===== src/rtl/regfile_arb_pkg.sv =====
// Shared types and constants for the register-file port arbiter.
// Optional feature macro: REGFILE_ARB_LOCK_EN (adds grant locking).
package regfile_arb_pkg;

  localparam int unsigned NUM_REQ      = 2;
  localparam int unsigned DATA_W_DEF   = 8;
  localparam int unsigned ADDR_W_DEF   = 3;
  localparam int unsigned LOCK_MAX_DEF = 4;

  typedef enum logic [1:0] {
    IDLE    = 2'd0,
    ISSUE   = 2'd1,
    CAPTURE = 2'd2
  } arb_state_t;

  typedef logic [ADDR_W_DEF-1:0] reg_addr_t;
  typedef logic [DATA_W_DEF-1:0] reg_data_t;

  // Index of the opposite requester in a two-way arbiter.
  function automatic logic other_req(input logic idx);
    return ~idx;
  endfunction

endpackage


===== src/rtl/regfile_arbiter_rr_picker.sv =====
// Combinational two-way round-robin pick with an optional lock override.
module rr_picker
  import regfile_arb_pkg::*;
(
  input  logic [NUM_REQ-1:0] eligible,
  input  logic               lastGrant,
  input  logic               lockValid,
  input  logic               lockOwner,
  output logic               winner,
  output logic               valid
);

  // A live lock wins outright if its owner is asking; otherwise alternate.
  always_comb begin
    valid  = |eligible;
    winner = 1'b0;
    if (lockValid && eligible[lockOwner]) begin
      winner = lockOwner;
    end else if (eligible[0] && eligible[1]) begin
      winner = other_req(lastGrant);
    end else if (eligible[1]) begin
      winner = 1'b1;
    end
  end

endmodule


===== src/rtl/regfile_arbiter.sv =====
// Two-requester arbiter for the single register-file access port.
// Each operation runs IDLE -> ISSUE -> CAPTURE and returns a one-cycle ack.
// Optional feature macro: REGFILE_ARB_LOCK_EN (adds reqLock and a lock counter).
module regfile_arbiter
  import regfile_arb_pkg::*;
#(
  parameter int unsigned DATA_W   = DATA_W_DEF,
  parameter int unsigned ADDR_W   = ADDR_W_DEF,
  parameter int unsigned LOCK_MAX = LOCK_MAX_DEF
) (
  input  logic               clock,
  input  logic               reset,
  input  logic [NUM_REQ-1:0] req,
  input  logic [NUM_REQ-1:0] reqWrite,
  input  logic [ADDR_W-1:0]  reqAddr0,
  input  logic [ADDR_W-1:0]  reqAddr1,
  input  logic [DATA_W-1:0]  reqData0,
  input  logic [DATA_W-1:0]  reqData1,
`ifdef REGFILE_ARB_LOCK_EN
  input  logic [NUM_REQ-1:0] reqLock,
`endif
  output logic [NUM_REQ-1:0] ack,
  output logic [DATA_W-1:0]  respData,
  output logic               busy,
  output logic               rfRegWrite,
  output logic [ADDR_W-1:0]  rfAddr,
  output logic [DATA_W-1:0]  rfWriteData,
  input  logic [DATA_W-1:0]  rfReadData
);

  localparam int unsigned CNT_W = (LOCK_MAX > 1) ? $clog2(LOCK_MAX) : 1;
  localparam logic [CNT_W-1:0] CNT_LAST = CNT_W'(LOCK_MAX - 1);

  arb_state_t state, stateNext;

  logic              lastGrant;
  logic              grantIdx;
  logic              latWrite;
  logic [ADDR_W-1:0] latAddr;
  logic [DATA_W-1:0] latData;
  logic [CNT_W-1:0]  lockCnt;

  logic [NUM_REQ-1:0] eligible;
  logic [NUM_REQ-1:0] lockReq;
  logic               pickWinner;
  logic               pickValid;
  logic [CNT_W-1:0]   lockBase;
  logic [CNT_W-1:0]   lockCntNext;

`ifdef REGFILE_ARB_LOCK_EN
  assign lockReq = reqLock;
`else
  assign lockReq = '0;
`endif

  // The requester being acked still shows its old req this cycle; hide it.
  assign eligible = req & ~ack;

  // A non-zero count means the previous grant was locked and may be extended.
  rr_picker u_picker (
    .eligible  (eligible),
    .lastGrant (lastGrant),
    .lockValid (|lockCnt),
    .lockOwner (lastGrant),
    .winner    (pickWinner),
    .valid     (pickValid)
  );

  // Lock count for the grant about to be made: continues only for the same owner.
  always_comb begin
    lockBase    = (pickWinner == lastGrant) ? lockCnt : '0;
    lockCntNext = '0;
    if (lockReq[pickWinner] && (lockBase < CNT_LAST)) begin
      lockCntNext = lockBase + 1'b1;
    end
  end

  // State register.
  always_ff @(posedge clock or posedge reset) begin
    if (reset) begin
      state <= IDLE;
    end else begin
      state <= stateNext;
    end
  end

  // Next-state: a fixed three-step walk once a grant is made.
  always_comb begin
    stateNext = IDLE;
    unique case (state)
      IDLE:    stateNext = pickValid ? ISSUE : IDLE;
      ISSUE:   stateNext = CAPTURE;
      CAPTURE: stateNext = IDLE;
      default: stateNext = IDLE;
    endcase
  end

  // Grant latching, arbitration history, and the registered response.
  always_ff @(posedge clock or posedge reset) begin
    if (reset) begin
      lastGrant <= 1'b1;
      grantIdx  <= 1'b0;
      latWrite  <= 1'b0;
      latAddr   <= '0;
      latData   <= '0;
      lockCnt   <= '0;
      ack       <= '0;
      respData  <= '0;
    end else begin
      ack <= '0;
      unique case (state)
        IDLE: begin
          if (pickValid) begin
            grantIdx  <= pickWinner;
            lastGrant <= pickWinner;
            latWrite  <= reqWrite[pickWinner];
            latAddr   <= pickWinner ? reqAddr1 : reqAddr0;
            latData   <= pickWinner ? reqData1 : reqData0;
            lockCnt   <= lockCntNext;
          end
        end
        CAPTURE: begin
          ack[grantIdx] <= 1'b1;
          if (!latWrite) begin
            respData <= rfReadData;
          end
        end
        default: ;
      endcase
    end
  end

  // Register-file port is driven only during ISSUE; zero otherwise.
  always_comb begin
    busy        = (state != IDLE);
    rfRegWrite  = 1'b0;
    rfAddr      = '0;
    rfWriteData = '0;
    if (state == ISSUE) begin
      rfRegWrite  = latWrite;
      rfAddr      = latAddr;
      rfWriteData = latData;
    end
  end

endmodule


===== config.mk =====
export PLATFORM = sky130hd
export DESIGN_NAME = regfile_arbiter
export DESIGN_NICKNAME = d
export VERILOG_FILES = /design/src/rtl/regfile_arb_pkg.sv /design/src/rtl/regfile_arbiter_rr_picker.sv /design/src/rtl/regfile_arbiter.sv
export SDC_FILE = /design/constraint.sdc
export NUM_CORES = 1
export LEC_CHECK = 0
export ABC_AREA = 1
export BUFFER_PORTS_ARGS = -buffer_cell sky130_fd_sc_hd__buf_2
export CAP_MARGIN = 15
export CORE_MARGIN = 2
export CORE_UTILIZATION = 50
export DETAILED_ROUTE_END_ITERATION = 10
export GPL_TIMING_DRIVEN = 0
export PLACE_DENSITY = 0.83
export SKIP_CTS_REPAIR_TIMING = 1
export SLEW_MARGIN = 20
export SYNTH_ARGS = -nofsm -noshare
export SYNTH_HDL_FRONTEND = slang
export SYNTH_SLANG_ARGS = --single-unit

===== constraint.sdc =====
create_clock -name clock -period 3.57 [get_ports clock]
set_input_delay 0.1785 -clock clock [delete_from_list [all_inputs] [get_ports clock]]
set_output_delay 0.1785 -clock clock [all_outputs]
set_load 0.05 [all_outputs]

# Yosys cells after proc, flatten, opt, wreduce, memory -nomap -nowiden
# Cells that the tools add are included.
word_totals:
  mem_bits_ro: 0
  latchBits: 0
  reg_bits: 28
  output_inout_bits: 23
  mem_bits_rw: 0
  memories: 0
  in_bits: 36
  word_cells: 52
op_classes:
  n_eq_ne: 3
  n_reduce_logical: 10
  bitwise: 4
  mul: 0
  n_lt_le_gt_ge: 5
  div_mod_pow: 0
  add_sub_neg: 1
  shifts: 0
  mux: 20
op_table:
  columns: ["cell", "count"]
  rows:
  - ["$mux W8", 2]
  - ["$mux W1", 11]
  - ["$lt A1 B2 Y1 const B", 3]
  - ["$mux W2", 3]
  - ["$mux W3", 2]
  - ["$logic_and A1 B1 Y1", 4]
  - ["$pmux W2 S2", 1]
  - ["$reduce_and A2 Y1", 2]
  - ["$reduce_or A2 Y1", 2]
  - ["$add A2 B1 Y2 const B", 1]
  - ["$and A2 B2 Y2", 1]
  - ["$eq A2 B1 Y1 const B", 1]
  - ["$eq A2 B2 Y1 const B", 1]
  - ["$logic_not A2 Y1", 1]
  - ["$lt A2 B2 Y1 const B", 1]
  - ["$not A1 Y1", 2]
  - ["$not A2 Y2", 1]
  - ["$reduce_bool A2 Y1", 1]
  - ["$demux W1 S1", 1]
  - ["$eq A1 B1 Y1", 1]
  - ["$ge A1 B1 Y1 const B", 1]

# Depth between registers and ports, before layout
# Gate-level depths: netlist of the first run.
logic_depth:
  word_depth: 11
  mapped_depth: 7
  mapped_depth_nobuf: 6

# Cells and area by module
# A second synthesis of the first run with hierarchy kept.
unflattened:
  cells_unflattened: 184
  hier_area_um2: 1292.5
modules_own_cells:
  columns: ["mod", "seq_area_each_um2", "area_each_um2", "cells_each", "instances"]
  rows:
  - ["regfile_arbiter", 651.9, 1263.7, 177, 1]
  - ["rr_picker", 0.0, 28.8, 7, 1]

# Least setup slack after synthesis of the first run
# Ideal clock, no wire load.
synth_timing:
  kind: "flip-flop to output port"
  start: "register state[1]"
  end: "output port rfAddr[0]"
  arrival_time_ns: 1.395
  stages_incl_launch_ff: 5
  setup_slack_ns: 1.997
  required_ns: 3.391
  n_path_buf: 1
  path_cell_list: "dfrtp_1 -> nor2_1 -> inv_1 -> buf_2 -> nor2_1"
synth_between:
  elab_chain_len: 2
synth_rtl:
  columns: ["item", "line", "text"]
  rows:
  - ["from (decl)", "regfile_arbiter.sv:34", "arb_state_t state, stateNext;"]
  - ["from (signal assigned)", "regfile_arbiter.sv:83", "state <= stateNext;"]
  - ["$eq A2 B1 Y1", "regfile_arbiter.sv:139", "if (state == ISSUE) begin"]
  - ["$mux W3", "regfile_arbiter.sv:139", null]
  - ["to (decl)", "regfile_arbiter.sv:26", "output logic [ADDR_W-1:0] rfAddr,"]
# Every way passes these cells.

# Worst setup path in the final report of the first run
layout_timing:
  start: "register state[1]"
  end: "output port rfWriteData[4]"
layout_between:
  elab_chain_len: 2
layout_rtl:
  columns: ["item", "line", "text"]
  rows:
  - ["$eq A2 B1 Y1", "regfile_arbiter.sv:139", null]
  - ["$mux W8", "regfile_arbiter.sv:139", null]
  - ["to (decl)", "regfile_arbiter.sv:27", "output logic [DATA_W-1:0] rfWriteData,"]
# Every way passes these cells.

==> out/metrics.yaml, run 1 <==
die:
  dieArea_um2: 3190
  rows: 19
  floorplan.initialDensity: 0.513
  core-area_um2: 2690
  pin_count: 59
  die_height_um: 56.5
  die-width_um: 56.5
synth:
  netlist.top_cell.by_area: "dfrtp_1"
  synth_nets: 227
  synth_seq_cells: 26
  synth_area_um2: 1380
  library_cells_used_by_synthesis: 13
  synthFlopType: "dfrtp_1"
  synth_warnings: 0
  mean_instance_size_in_the_synthesized_netlist_um2: 7.22
  synth-async-reset-ratio: 1.00
  post_synth_most_frequent_cells: "51 x inv_1, 48 x nand2_1, 26 x nand3_1, 25 x dfrtp_1, 15 x nor2_1"
  ys_seq_area_frac: 0.473
  yosys-top-cells-area: "dfrtp_1 45%, inv_1 14%, nand2_1 13%, nand3_1 9.4%, nor2_1 4.1%"
  synth-edff-count: 0
  synth_top_area_frac: 0.454
  synth_cells: 191
  most_frequently_used_cell_type_in_the_post_synthesis_netlist: "inv_1"
sta:
  post-route-min-period_ns: 1.77
  hold_slack_ns: 0.0412
  max_clock_freq_mhz: 565
  final_hold_viol_count: 0
  report.final.slew_viol_count: 0
  clock_skew_ns: 0.00374
  fin_tns_setup_ns: 0
  finalCritPeriodShare: 0.496
  setup_repair_after_global_routing_missed_its_margin: "no"
  slew_headroom: 0.382
  setup_viol: 0
  timing_worst_slew_pin_value_ns: 0.925
clocking:
  cts_num_sinks: 26
  clk_latency_worst_skew_pair_ns: 0.32
  clk_pin_slew_ns: 0.14
  ctsHtreeMaxLevel: 1
  cts_root_buffer: "clkbuf_4"
  cts-root-to-sink-buffers: 2
  cts_made_buffers: 3
  clock_tree_from_tritoncts: "built"
power_and_ir_drop:
  power_switching_share: 0.517
  register_share_of_total_power: 0.304
  vdd_drop_max_mv: 0.648
  power_uw: 1690
  power.density_cell_area_nw_per_um2: 960
  fraction_of_power_consumed_by_combinational_cells: 0.579
  leakagePower_uw: 0.00114
  clockPowerShare: 0.118
  power_switching_uw: 873
  p_int_uw: 817
finish:
  areaGrowthSynthToFinish_pct: 27.7
  net_count_final: 290
  drive_gt1_frac: 0.312
  final_cell_count_no_fill: 284
  num-fill-cells: 269
  final_design_area_no_fill_um2: 1760
  insertedDiodeCount: 0
global_routing:
  grt_max_degree: 27
  grt_max_usage_layer: "met2"
  vias_in_the_first_global_route: 1179
  grt_pass1_wl_um: 4690
  grt_antenna_before_repair: 0
  grt_overflow: 0
  grt_use_met3: 0.0161
  global_route.usage.met1: 0.240
  grt.met2_usage: 0.312
  overall_track_demand_over_capacity_in_global_routing: 0.184
detailed_routing:
  drt_first_iter_violations: 30
  vias_per_cell: 4.53
  drt_first_pass_iters: 4
  final_wirelength_um: 2690
  overall_via_count_from_detail_route: 1287
  detail_route.drc_violations: 0
  post_drt_wl_per_cell_um: 9.46
  postRouteAntennaNets: 0
worst_setup_path:
  worstSetupEndpointType: "output port"
  critPathRequiredTime_ns: 3.39
  path_max_fanout: 10
  worst_r2r_endpoint: "latData[4]$_DFFE_PP0P_"
  start_to_end_type_of_the_worst_setup_path: "flip-flop to output port"
  type_of_origin_of_the_critical_path: "flip-flop"
  r2r.worst_path.cells: 6
  reg2reg_setup_slack_ns: 2.28
  critPathArrivalTime_ns: 1.59
  critical_path.reg2reg.startpoint: "lastGrant$_DFFE_PP1P_"
place:
  dp.final_hpwl_um: 2020
  post-place-cells: 280
  port_buffers: 58
  gp_routability_congestion: 0.795
  post_place_cell_area_um2: 1710
status:
  status: "complete, no violations"
min_path:
  hold_class: "primary input to asynchronous set/reset pin"
job:
  cap_viol_max_count: 0
[sequential cells by signal, indices dropped and copies added (netlist names)]
name / cells
state: 2
respData: 8
latAddr: 3
ack: 2
latData: 8
grantIdx: 1
lastGrant: 1
latWrite: 1
[worst max-delay path, stage by stage (launching register included)]
cell,delay [ns]
dfrtp_1,0.44
nor2_1,0.16
inv_1,0.09
buf_2,0.19
nor2_1,0.12
buf_2,0.27
[through the flow]
step,utilization,worst slack [ns]
after global placement,0.636,2.20
after detailed placement,0.636,2.17
final,0.655,1.80
after CTS,0.655,1.79
after floorplan,-,2.00
after global routing,0.655,1.69
[worst max-delay path by stage]
stage	start	to	slack, ns	depth (start not counted)
detailed placement	state[1]$_DFF_PP0_	rfAddr[1]	2.17	5
floorplan	state[1]$_DFF_PP0_	rfAddr[0]	2.00	4
global placement	state[1]$_DFF_PP0_	rfWriteData[4]	2.20	5
global route	state[1]$_DFF_PP0_	rfWriteData[2]	1.69	5
finish	state[1]$_DFF_PP0_	rfWriteData[4]	1.80	5
CTS	state[1]$_DFF_PP0_	rfAddr[1]	1.79	5
[layout make-up]
cell class	instances	area, µm²	share of cell area
clock buffer	3	22.5	0.0128
inverter	54	203	0.115
multi-input combinational	104	464	0.264
tap	31	38.8	0.0220
sequential	26	652	0.370
clock inverter	1	30.0	0.0171
buffer	7	60.1	0.0341
timing repair buffer	58	290	0.165
[metal layers]
layer	up-vias	share of wire
met4	0	0.013
li1	673	-
met3	2	0.059
met2	40	0.49
met5	-	0
met1	572	0.44
[cells in the final DEF (no fill, tap or decap)]
cell type / count
inv_2: 3
dfrtp_1: 25
nand3_1: 26
bufinv_16: 1
dfstp_2: 1
nor2_4: 1
buf_2: 61
buf_6: 4
inv_1: 51
clkbuf_4: 3
a21oi_4: 1
nand2_1: 48
nor2_1: 15
nand2_2: 4
o21ai_0: 9
[power by group through the flow]
stage | Sequential (µW) | Clock (µW) | Combinational, µW
after global routing | 536 | 215 | 1080
after global placement | 515 | 0 | 974
after CTS | 515 | 203 | 988
after floorplan | 689 | 0 | 596
final | 513 | 199 | 978
after detailed placement | 520 | 0 | 986
[cell families after synthesis]
| kind of cell | after synthesis | share of synthesized area |
|---|---|---|
| AOI/OAI and AO/OA | 10 | 0.0445 |
| buffers and inverters | 61 | 0.191 |
| DFF | 26 | 0.473 |
| and+or+nand+nor | 94 | 0.292 |
(Power assumes the default switching activity.)
==> run 2, diff against run 1 <==
CORE_UTILIZATION = 42   (was 50)
PLACE_DENSITY = 0.75   (was 0.83)
clock period = 1.6 ns   (was 3.57 ns; I/O delays follow)
==> run 2 against run 1 <==
The run now ends with negative hold slack left. Critical path depth is the same. Count of clock-buffer cells in the layout grew 1. Final area grew 4.9%. Power grew 130%. Flip-flop and latch count is the same. Utilization shrank 5.5 points. Via count shrank 0.54%. Critical path type unchanged. Highest routed layer unchanged.
==> out/metrics.yaml, run 2 (same netlist as run 1, synthesis figures left out) <==
sta:
  slew_headroom: 0.369
  max_clock_freq_mhz: 670
  final_hold_viol_count: 25
  hold_slack_ns: -0.0411
  post-route-min-period_ns: 1.49
  clock_skew_ns: 0.00534
  report.final.slew_viol_count: 0
  finalCritPeriodShare: 0.933
  timing_worst_slew_pin_value_ns: 0.946
  setup_viol: 0
  fin_tns_setup_ns: 0
detailed_routing:
  met2WireLength_um: 1290
  drt_first_pass_iters: 4
  wl_met3_um: 195
  postRouteAntennaNets: 0
  drt_first_iter_violations: 33
  top_layer_in_use: "met4"
  overall_via_count_from_detail_route: 1280
  detail_route.drc_violations: 0
  vias_per_cell: 4.28
  final_wirelength_um: 2810
  met1_wirelength_um: 1310
  post_drt_wl_per_cell_um: 9.38
finish:
  final_cell_mix: "51 x inv_1, 50 x buf_2, 48 x nand2_1"
  final_design_area_no_fill_um2: 1850
  drive_gt1_frac: 0.337
  net_count_final: 292
  areaGrowthSynthToFinish_pct: 33.9
  num-fill-cells: 315
  utilization: 0.600
  layout_commonest_cell: "inv_1"
  insertedDiodeCount: 0
  top_regs: "latData: 8 flops, respData: 8 flops, latAddr: 3 flops"
clocking:
  clk_pin_slew_ns: 0.14
  ctsHtreeMaxLevel: 1
  cts_num_sinks: 26
  cts-root-to-sink-buffers: 2
  clock_tree_from_tritoncts: "built"
  cts_root_buffer: "clkbuf_4"
  cts_made_buffers: 3
  clk_latency_worst_skew_pair_ns: 0.31
worst_setup_path:
  critPathArrivalTime_ns: 1.41
  worst_r2r_endpoint: "latData[1]$_DFFE_PP0P_"
  reg2reg_setup_slack_ns: 0.24
  worstSetupEndpointType: "output port"
  r2r.worst_path.cells: 8
  type_of_origin_of_the_critical_path: "flip-flop"
  critPathRequiredTime_ns: 1.52
  path_max_fanout: 10
  start_to_end_type_of_the_worst_setup_path: "flip-flop to output port"
  critical_path.reg2reg.startpoint: "state[1]$_DFF_PP0_"
  cp-startpoint: "state[1]$_DFF_PP0_"
power_and_ir_drop:
  vdd_drop_max_mv: 0.761
  power.density_cell_area_nw_per_um2: 2070
  leakagePower_uw: 0.00115
job:
  cap_viol_max_count: 0
global_routing:
  grt_antenna_before_repair: 0
  overall_track_demand_over_capacity_in_global_routing: 0.149
  grt_pass1_wl_um: 4160
  grt_overflow: 0
  grt_max_degree: 27
  vias_in_the_first_global_route: 997
die:
  pin_count: 59
  dieArea_um2: 3760
  die_height_um: 61.3
  core-area_um2: 3080
  rows: 20
  die-width_um: 61.3
  floorplan.initialDensity: 0.448
min_path:
  hold_class: "primary input to asynchronous set/reset pin"
place:
  port_buffers: 58
  dp.final_hpwl_um: 2150
  gp_routability_congestion: 0.763
  post_place_cell_area_um2: 1720
status:
  violations: "negative hold slack"
  status: "complete, but fails checks"
## run 2: changes by cell type in the layout (fill, tap and decap cells not counted)
cell,before,now
nor2_2,0,6
nor2_1,15,9
dlygate4sd3_1,0,1
buf_2,61,50
buf_6,4,11
clkbuf_8,0,1
buf_4,0,5
bufinv_16,1,0
## run 2: critical path, cell delays in order (launching register included)
cell and delay, ns:
dfrtp_1 0.44, nor2_2 0.10, inv_1 0.07, buf_4 0.18, nor2_1 0.13, buf_6 0.17
## run 2: through the flow
stage,setup slack (ns),hold slack [ns],power [µW],instances
after floorplan,0.125,0.119,2870,191
after global placement,0.314,0.330,3320,293
after detailed placement,0.320,0.345,3360,293
after CTS,-0.0293,0.000231,3680,297
after global routing,-0.0157,0.00190,4110,299
final,0.107,-0.0411,3830,299
## run 2: how the worst max path moves through the flow
| stage | to | slack (ns) | cells past startpoint |
|---|---|---|---|
| 3_3_place_gp | latData[1]$_DFFE_PP0P_ | 0.31 | 6 |
| 2_1_floorplan | rfAddr[0] | 0.13 | 4 |
| 3_5_place_dp | latData[7]$_DFFE_PP0P_ | 0.32 | 6 |
| 6_report | rfAddr[0] | 0.11 | 5 |
| 5_1_grt | rfAddr[0] | -0.02 | 5 |
| 4_1_cts | rfWriteData[7] | -0.03 | 5 |
## run 2: routing by layer
metal | vias up | GRT usage
met2 | 45 | 0.263
met4 | 0 | 0.0373
met3 | 2 | 0.0273
met5 | - | 0
li1 | 678 | -
met1 | 555 | 0.189
## run 2: cell type report
cell class                      instances  area, µm²  area share
Sequential cell                        26        652       0.353
Multi-Input combinational cell        104        479       0.259
Timing Repair Buffer                   60        359       0.194
Inverter                               54        203       0.110
Buffer                                  7       62.6      0.0339
Tap cell                               44       55.1      0.0298
Clock buffer                            4       36.3      0.0196
## run 2: power by group
part	internal [µW]	switching, µW	leakage [µW]
clock network	139	182	0.0000210
registers	984	169	0.000320
logic	710	1640	0.000809
total	1830	1990	0.00115
